**src/rtl/base_aburp_pipe_if.sv**
```systemverilog
// rtl/base_aburp_pipe_if.sv - valid/ready stream bundle for base_aburp_pipe (producer side, consumer side, flush, occupancy)
interface base_aburp_pipe_if #(
  parameter int dw = 1,
  parameter int cw = 2
);
  logic          i_v;
  logic [0:dw-1] i_d;
  logic          i_r;
  logic          o_v;
  logic [0:dw-1] o_d;
  logic          o_r;
  logic          i_flush;
  logic [cw-1:0] o_cnt;

  // environment view: drives producer data, consumer ready and flush
  modport master (
    output i_v, i_d, o_r, i_flush,
    input  i_r, o_v, o_d, o_cnt
  );

  // pipe view
  modport slave (
    input  i_v, i_d, o_r, i_flush,
    output i_r, o_v, o_d, o_cnt
  );
endinterface

```
**src/rtl/base_aburp_pipe.sv**
```systemverilog
// rtl/base_aburp_pipe.sv - fully registered elastic pipeline stage of configurable depth; optional flush via BASE_ABURP_PIPE_FLUSH_EN
module base_aburp_pipe #(
  parameter int width     = 1,
  parameter int del_width = 0,
  parameter int depth     = 2
) (
  input  logic            clk,
  input  logic            reset,
  base_aburp_pipe_if.slave bus
);
  localparam int dw = width + del_width;
  localparam int cw = $clog2(depth + 1);
  localparam int pw = $clog2(depth);

  logic [0:dw-1] mem [depth];
  logic [pw-1:0] rd_ptr, wr_ptr, rd_ptr_inc, wr_ptr_inc;
  logic [cw-1:0] cnt, cnt_next;
  logic          accept, deliver, flush;
  logic          head_load;
  logic [0:dw-1] head_next;

  // i_r and o_v are flops, so both handshakes are decided purely from registered state
  assign accept  = bus.i_v & bus.i_r;
  assign deliver = bus.o_v & bus.o_r;
  assign bus.o_cnt = cnt;

`ifdef BASE_ABURP_PIPE_FLUSH_EN
  assign flush = bus.i_flush;
`else
  assign flush = 1'b0;
`endif

  // pointer wrap (depth need not be a power of two), next occupancy and next head value
  always_comb begin
    rd_ptr_inc = (rd_ptr == pw'(depth - 1)) ? '0 : rd_ptr + pw'(1);
    wr_ptr_inc = (wr_ptr == pw'(depth - 1)) ? '0 : wr_ptr + pw'(1);
    cnt_next   = cnt + cw'(accept) - cw'(deliver);
    head_load  = 1'b0;
    head_next  = bus.o_d;
    if (cnt == '0 && accept) begin
      // empty: incoming beat becomes the head
      head_load = 1'b1;
      head_next = bus.i_d;
    end else if (deliver && cnt > cw'(1)) begin
      // the entry behind the head is already stored
      head_load = 1'b1;
      head_next = mem[rd_ptr_inc];
    end else if (deliver && accept) begin
      // single entry replaced by the beat arriving on the same edge
      head_load = 1'b1;
      head_next = bus.i_d;
    end
  end

  // storage array; no reset needed, entries are only visible through the head register
  always_ff @(posedge clk) begin
    if (accept) mem[wr_ptr] <= bus.i_d;
  end

  // pointers, occupancy and registered handshake/head outputs
  always_ff @(posedge clk or posedge reset) begin
    if (reset) begin
      rd_ptr  <= '0;
      wr_ptr  <= '0;
      cnt     <= '0;
      bus.i_r <= 1'b1;
      bus.o_v <= 1'b0;
      bus.o_d <= '0;
    end else if (flush) begin
      rd_ptr  <= '0;
      wr_ptr  <= '0;
      cnt     <= '0;
      bus.i_r <= 1'b1;
      bus.o_v <= 1'b0;
    end else begin
      if (accept)  wr_ptr <= wr_ptr_inc;
      if (deliver) rd_ptr <= rd_ptr_inc;
      cnt     <= cnt_next;
      bus.o_v <= (cnt_next != '0);
      bus.i_r <= (cnt_next < cw'(depth));
      if (head_load) bus.o_d <= head_next;
    end
  end
endmodule
```
**src/flat_wrapper.sv**
```systemverilog
// flat-port wrapper written by rule: the top's interface ports become plain ports
module base_aburp_pipe_flat 
#(
  parameter int width     = 1,
  parameter int del_width = 0,
  parameter int depth     = 2
)
  (clk, reset, bus_i_v, bus_i_d, bus_o_r, bus_i_flush, bus_i_r, bus_o_v, bus_o_d, bus_o_cnt);
  base_aburp_pipe_if bus_i ();
  input  logic clk;
  input  logic reset;
  input wire logic [$bits(bus_i.i_v)-1:0] bus_i_v;
  input wire logic [$bits(bus_i.i_d)-1:0] bus_i_d;
  input wire logic [$bits(bus_i.o_r)-1:0] bus_o_r;
  input wire logic [$bits(bus_i.i_flush)-1:0] bus_i_flush;
  output wire logic [$bits(bus_i.i_r)-1:0] bus_i_r;
  output wire logic [$bits(bus_i.o_v)-1:0] bus_o_v;
  output wire logic [$bits(bus_i.o_d)-1:0] bus_o_d;
  output wire logic [$bits(bus_i.o_cnt)-1:0] bus_o_cnt;
  assign bus_i.i_v = bus_i_v;
  assign bus_i.i_d = bus_i_d;
  assign bus_i.o_r = bus_o_r;
  assign bus_i.i_flush = bus_i_flush;
  assign bus_i_r = bus_i.i_r;
  assign bus_o_v = bus_i.o_v;
  assign bus_o_d = bus_i.o_d;
  assign bus_o_cnt = bus_i.o_cnt;
  base_aburp_pipe #(.width(width), .del_width(del_width), .depth(depth)) u_core (.clk(clk), .reset(reset), .bus(bus_i));
endmodule
```
**config.mk**
```make
export PLATFORM = sky130hd
export DESIGN_NAME = base_aburp_pipe_flat
export DESIGN_NICKNAME = d
export VERILOG_FILES = /design/src/rtl/base_aburp_pipe_if.sv /design/src/rtl/base_aburp_pipe.sv /design/src/flat_wrapper.sv
export SDC_FILE = /design/constraint.sdc
export NUM_CORES = 1
export LEC_CHECK = 0
export CAP_MARGIN = 30
export CORE_MARGIN = 3
export CORE_UTILIZATION = 30
export DETAILED_ROUTE_END_ITERATION = 16
export HOLD_SLACK_MARGIN = 0.1
export SYNTH_ARGS = -nofsm -noshare
export SYNTH_HDL_FRONTEND = slang
export SYNTH_SLANG_ARGS = --single-unit
```
**constraint.sdc**
```tcl
create_clock -name clk -period 1.2 [get_ports clk]
set_clock_uncertainty 0.05 [all_clocks]
set_input_delay 0.12 -clock clk [delete_from_list [all_inputs] [get_ports clk]]
set_output_delay 0.12 -clock clk [all_outputs]
set_load 0.1 [all_outputs]
```
* Word level (Yosys, flattened, before mapping)
Memory sizes are Yosys's and may differ from the RTL's.
Cells that the tools add are included.
** Storage, ports and cells
- Memory bits (writable) :: 2
- Memories kept :: 1
- Register bits after elaboration :: 7
- Latch bits :: 0
- ROM bits :: 0
- Logic and storage cells :: 32
- Input bits :: 6
- Output and inout port bits :: 5
** Cells by class
- $add $sub $neg :: 4
- Equality and inequality tests :: 0
- $lt $le $gt $ge :: 2
- Shift-type cells :: 0
- Multiplexer cells :: 10
- Multiply operators :: 0
- Reduce and logical (&&, ||, !) cells :: 7
- Divide/modulo/power cells :: 0
- Bitwise operators :: 2
** Memories
- u_core.mem :: depth 2, bits a word 1, rd ports 1, clocked after memory_dff 0, wr ports 1, line base_aburp_pipe.sv:15 : logic [0:dw-1] mem [depth];
** Operators with widths (number)
- $mux 1 :: 10
- $logic_and 1x1->1 :: 3
- $reduce_bool 3->1 :: 1
- $add 1x1->1 const B :: 2
- $add 2x1->2 :: 1
- $and 1x1->1 :: 2
- $gt 2x1->1 const B :: 1
- $logic_not 2->1 :: 1
- $lt 2x2->1 const B :: 1
- $reduce_and 2->1 :: 1
- $reduce_bool 2->1 :: 1
- $sub 2x1->2 :: 1

* Depth between registers and ports, before layout
- Depth in word-level cells :: 6
- Depth in mapped cells :: 5
- Depth with buffers taken out :: 4

* Least setup slack after synthesis
OpenSTA, ideal clock, no wires.
- Path type :: reg2reg
- Start :: register u_core.cnt[1], in the netlist u_core.bus.o_cnt[1]
- End :: register u_core.bus.o_d
- Slack :: -0.700 ns
- Buffers on the path :: 1
- Data required time :: 1.022 ns
- Clock period less this slack :: 1.900 ns
- Cell stages (with the launch flop) :: 6
- Library setup time :: 0.128 ns
- Arrival time :: 1.722 ns
- Path through :: dfrtp_1 buf_4 nor2_2 a21oi_1 nor2_1 mux2_1
** Between the ends
- Longest elaborated chain between the ends :: 5
- Elaborated cells on any way between the ends :: 10
- Those cells by class :: order compare: 1; mux: 4; reduce/logical: 5
** Ends and longest elaborated chain
- start: declaration :: line base_aburp_pipe.sv:17 : logic [cw-1:0] cnt, cnt_next;
- start signal: assignment :: line base_aburp_pipe.sv:78 : cnt <= cnt_next;
- $gt 2x1->1 :: line base_aburp_pipe.sv:44 : end else if (deliver && cnt > cw'(1)) begin
- $logic_and 1x1->1 :: line base_aburp_pipe.sv:44
- $mux 1 :: line base_aburp_pipe.sv:44
- $mux 1 :: line base_aburp_pipe.sv:40 : if (cnt == '0 && accept) begin
- $reduce_and 2->1 (no line)
- end signal: assignment :: line base_aburp_pipe.sv:81 : if (head_load) bus.o_d <= head_next;
- end: declaration :: line base_aburp_pipe_if.sv:24 : output i_r, o_v, o_d, o_cnt
Several ways; a longest one is shown, not always the timed one.
A chain may end at the register's enable or synchronous reset.

* Worst setup path in the final report
- Start :: register u_core.bus.i_r
- End :: register u_core.bus.o_d
** Between the ends
- Longest elaborated chain between the ends :: 6
- Elaborated cells on any way between the ends :: 9
- Those cells by class :: mux: 4; bitwise: 1; reduce/logical: 4
** Ends and longest elaborated chain
- start: declaration :: line base_aburp_pipe_if.sv:24
- start signal: assignment :: line base_aburp_pipe.sv:80 : bus.i_r <= (cnt_next < cw'(depth));
- $and 1x1->1 * :: line base_aburp_pipe.sv:23 : assign accept = bus.i_v & bus.i_r;
- $logic_and 1x1->1 :: line base_aburp_pipe.sv:48 : end else if (deliver && accept) begin
- $mux 1 :: line base_aburp_pipe.sv:48
- $mux 1 :: line base_aburp_pipe.sv:44
- $mux 1 :: line base_aburp_pipe.sv:40
- $reduce_and 2->1 (no line)
Mark *: on every way between the ends. The rest lies on a longest branch, timed or not.

==> impl_metrics.xml <==
<?xml version="1.0" encoding="UTF-8"?>
<metrics>
  <group name="clock_network">
    <metric name="htree_levels" unit="">1</metric>
    <metric name="insertion_delay" unit="ns">0.26</metric>
    <metric name="clkSlewWorstSetupHoldPaths" unit="ns">0.07</metric>
    <metric name="buffer_depth_of_the_longest_clock_path" unit="">2</metric>
    <metric name="tritoncts" unit="">built</metric>
    <metric name="tritoncts_buffer_count" unit="">3</metric>
    <metric name="clkSinkCount" unit="">9</metric>
    <metric name="clock-root-buffer" unit="">sky130_fd_sc_hd__clkbuf_4</metric>
  </group>
  <group name="sta">
    <metric name="shortest_period_the_worst_path_allows" unit="ns">1.37</metric>
    <metric name="fmaxAchievable" unit="MHz">729</metric>
    <metric name="report.final.hold_viol_count" unit="">0</metric>
    <metric name="report.final.setup_viol" unit="">10</metric>
    <metric name="timing.final.ws_setup" unit="ns">-0.172</metric>
    <metric name="ratio_of_final_minimum_period_to_clock_period" unit="%">114</metric>
    <metric name="timing.max_slew.rel_slack" unit="%">81.4</metric>
    <metric name="drv_slew" unit="">0</metric>
    <metric name="tightestPinTransition" unit="ns">0.279</metric>
    <metric name="rsz0062_at_grt" unit="">yes</metric>
  </group>
  <group name="synth">
    <metric name="post-synth-top-area-fraction" unit="%">35.3</metric>
    <metric name="synth-xor-area-share" unit="%">10.3</metric>
    <metric name="yosysSeqAreaShare" unit="%">55.6</metric>
    <metric name="post_synth_fa_ha_maj_area_fraction" unit="%">0</metric>
    <metric name="synthesis.yosys.warnings" unit="">0</metric>
    <metric name="synth_area_per_cell" unit="µm²">12.2</metric>
    <metric name="syn-instance-count" unit="">35</metric>
    <metric name="yosys.cell_count.top_type" unit="">sky130_fd_sc_hd__dfrtp_1</metric>
    <metric name="synth.area.mux_share" unit="%">10.6</metric>
    <metric name="synth-simple-area-share" unit="%">15.3</metric>
    <metric name="syn-cell-area" unit="µm²">425</metric>
    <metric name="dominant_combinational_cell_family_by_area_after_synthesis" unit="">simple AND/OR/NAND/NOR gates</metric>
    <metric name="post_synth_main_area_contributors" unit="">sky130_fd_sc_hd__dfrtp_1 (35%), sky130_fd_sc_hd__edfxtp_1 (14%), sky130_fd_sc_hd__dfstp_2 (6.2%), sky130_fd_sc_hd__xnor2_1 (6.2%), sky130_fd_sc_hd__mux2i_1 (4.7%)</metric>
    <metric name="synth_top_cells_by_count" unit="">sky130_fd_sc_hd__dfrtp_1 (6), sky130_fd_sc_hd__xnor2_1 (3)</metric>
    <metric name="ys_async_sr_fraction" unit="%">77.8</metric>
    <metric name="compound_gate_fraction_of_synth_area" unit="%">5.59</metric>
    <metric name="ys_dominant_reg_cell" unit="">sky130_fd_sc_hd__dfrtp_1</metric>
    <metric name="synth-seq-cells" unit="">9</metric>
    <metric name="synth.largest_area_cell" unit="">sky130_fd_sc_hd__dfrtp_1</metric>
    <metric name="synth_nets" unit="">41</metric>
    <metric name="count_of_flip_flops_with_a_built_in_enable_after_synthesis" unit="">2</metric>
    <metric name="synth_cell_types" unit="">20</metric>
  </group>
  <group name="die">
    <metric name="initial_core_util" unit="%">35.0</metric>
    <metric name="ios" unit="">11</metric>
    <metric name="number_of_rows_in_the_core_area" unit="">12</metric>
    <metric name="dieHeight" unit="µm">43.7</metric>
    <metric name="die-area" unit="µm²">1910</metric>
    <metric name="core-area" unit="µm²">1220</metric>
    <metric name="dieWidth" unit="µm">43.7</metric>
  </group>
  <group name="routing">
    <metric name="post-route-drc-count" unit="">0</metric>
    <metric name="detail_route.first_pass.iterations" unit="">4</metric>
    <metric name="via_count" unit="">367</metric>
    <metric name="antenna_violating_nets_post_route" unit="">0</metric>
    <metric name="ratio_of_routed_vias_to_standard_cells" unit="">5.17</metric>
    <metric name="detail_route.iter0.violations" unit="">10</metric>
    <metric name="avgRoutedWirePerCell" unit="µm">14.2</metric>
    <metric name="finalWirelength" unit="mm">1.01</metric>
  </group>
  <group name="setup_path">
    <metric name="critical_path.cell_chain" unit="">a21oi_1, nor2_1, mux2_1</metric>
    <metric name="critPathCaptureType" unit="">register</metric>
    <metric name="worst-endpoint-required" unit="ns">1.30</metric>
    <metric name="cp.arrival" unit="ns">1.47</metric>
    <metric name="r2r_cells" unit="">3</metric>
    <metric name="category_of_the_worst_setup_path_launch_point" unit="">register</metric>
    <metric name="critical_path.max_fanout" unit="">4</metric>
    <metric name="critPathKind" unit="">reg -&gt; reg</metric>
    <metric name="slowest_delay" unit="ns">0.65</metric>
    <metric name="r2r-start" unit="">u_core.bus.i_r</metric>
    <metric name="setup.reg_to_reg.worst_slack" unit="ns">-0.17</metric>
    <metric name="critical_path_s_slowest_cell" unit="">sky130_fd_sc_hd__dfstp_4</metric>
    <metric name="regToRegEndpoint" unit="">u_core.bus.o_d</metric>
  </group>
  <group name="layout">
    <metric name="antennaDiodeCount" unit="">0</metric>
    <metric name="post_route_cells_drive_above_1_share" unit="%">52.6</metric>
    <metric name="layout-area-overhead-vs-synth" unit="%">74.7</metric>
    <metric name="n_fill_cell" unit="">100</metric>
    <metric name="design.final.nets" unit="">64</metric>
  </group>
  <group name="place">
    <metric name="io_buffers" unit="">9</metric>
    <metric name="post-dp-hpwl" unit="µm">630</metric>
    <metric name="place.gp.congestion" unit="">0.794</metric>
    <metric name="dp_worst_setup_slack" unit="ns">-0.218</metric>
  </group>
  <group name="min_path">
    <metric name="timing.hold.worst_endpoint" unit="">u_core.mem[1]</metric>
    <metric name="min_delay_path_depth" unit="">1</metric>
    <metric name="hp-start" unit="">bus_i_d</metric>
    <metric name="hp-class" unit="">in -&gt; reg</metric>
  </group>
  <group name="grt">
    <metric name="maximum_number_of_pins_on_one_net_before_global_route_repair" unit="">8</metric>
    <metric name="groute.usage.overall" unit="%">12.0</metric>
    <metric name="first_global_vias" unit="">372</metric>
    <metric name="global_route_wire_length_before_repair" unit="mm">1.59</metric>
    <metric name="grt_antenna_before_repair" unit="">0</metric>
    <metric name="overflow" unit="">0</metric>
  </group>
  <group name="status">
    <metric name="run_status" unit="">finished with violations</metric>
    <metric name="failed_checks" unit="">setup timing</metric>
  </group>
  <group name="run">
    <metric name="cap_viol_max_count" unit="">0</metric>
  </group>
</metrics>
metrics by stage:
step,hold WS [ns],std cells,area (µm²),util (%),setup TNS [ns]
2_1_floorplan,-0.127,35,449,-,-1.35
3_3_place_gp,0.321,62,633,52.1,-0.594
3_5_place_dp,0.321,62,633,52.1,-0.855
4_1_cts,0.421,69,713,58.6,-0.851
5_1_grt,0.442,71,743,61.1,-1.35
6_report,0.426,71,743,61.1,-1.05
sequential cells by signal (all words and copies together) (netlist names):
name	count
u_core.mem	2
u_core.bus.o_v	1
u_core.bus.o_cnt	2
u_core.bus.i_r	1
u_core.bus.o_d	1
u_core.rd_ptr	1
u_core.wr_ptr	1
what timing repair did:
action	in CTS	in global routing
setup buffers	2	2
pin swaps	2	2
endpoints found under the setup margin	6	11
gates resized for setup	6	3
endpoints found under the hold margin	6	0
hold buffers	1	0
cell families after synthesis:
logic type	after synthesis
DFF	9
xor gates and xnor gates	5
and+or+nand+nor	11
AOI/OAI and AO/OA	4
buffers and inverters	2
muxes	4
per-layer routing:
metal  GRT usage [%]  vias to the layer above  routed length (µm)
met1            13.7                      173                 427
met3            2.90                       10                  74
met2            18.0                       19                 476
li1                -                      165                   -
met4            10.8                        0                  33
met5               0                        -                   0
worst max-delay path: cells and delay by family (launching register included):
kind	cells	cell delay (ns)
and+or+nand+nor	1	0.14
AOI/OAI and AO/OA	1	0.08
DFF	1	0.65
muxes	1	0.33
layout by cell type (no fill, tap or decap), types with 2 or more instances in the layout:
master,n
sky130_fd_sc_hd__xor2_1,2
sky130_fd_sc_hd__mux2i_1,2
sky130_fd_sc_hd__edfxtp_1,2
sky130_fd_sc_hd__a21oi_1,2
sky130_fd_sc_hd__buf_12,5
sky130_fd_sc_hd__dfrtp_2,2
sky130_fd_sc_hd__clkbuf_4,3
sky130_fd_sc_hd__nand2_2,2
sky130_fd_sc_hd__buf_4,5
sky130_fd_sc_hd__dfrtp_1,3
sky130_fd_sc_hd__clkdlybuf4s50_1,4
sky130_fd_sc_hd__buf_6,4
sky130_fd_sc_hd__xnor2_1,2
layout make-up:
class,count,area (µm²),share of cell area [%]
flip-flops and latches,9,246,33.2
well taps,14,17.5,2.36
multi-input cells,24,216,29.1
repair buffers,19,233,31.3
inverters,1,3.75,0.505
clock buffers,4,26.3,3.54
worst max path at each step:
stage / startpoint / to / slack [ns] / cells past startpoint
after floorplan: u_core.bus.o_cnt[1] / u_core.bus.o_d / -0.30 / 5
after global placement: bus_i_v / u_core.bus.o_d / -0.19 / 4
after detailed placement: bus_i_v / u_core.bus.o_d / -0.22 / 4
after CTS: u_core.bus.i_r / bus_i_r / -0.14 / 2
after global routing: u_core.bus.i_r / u_core.bus.o_v / -0.21 / 5
final: u_core.bus.i_r / u_core.bus.o_d / -0.17 / 3
Power is left out: the tool's default activity adds up to more than one toggle a clock period on the data nets, which glitch-free logic cannot reach.
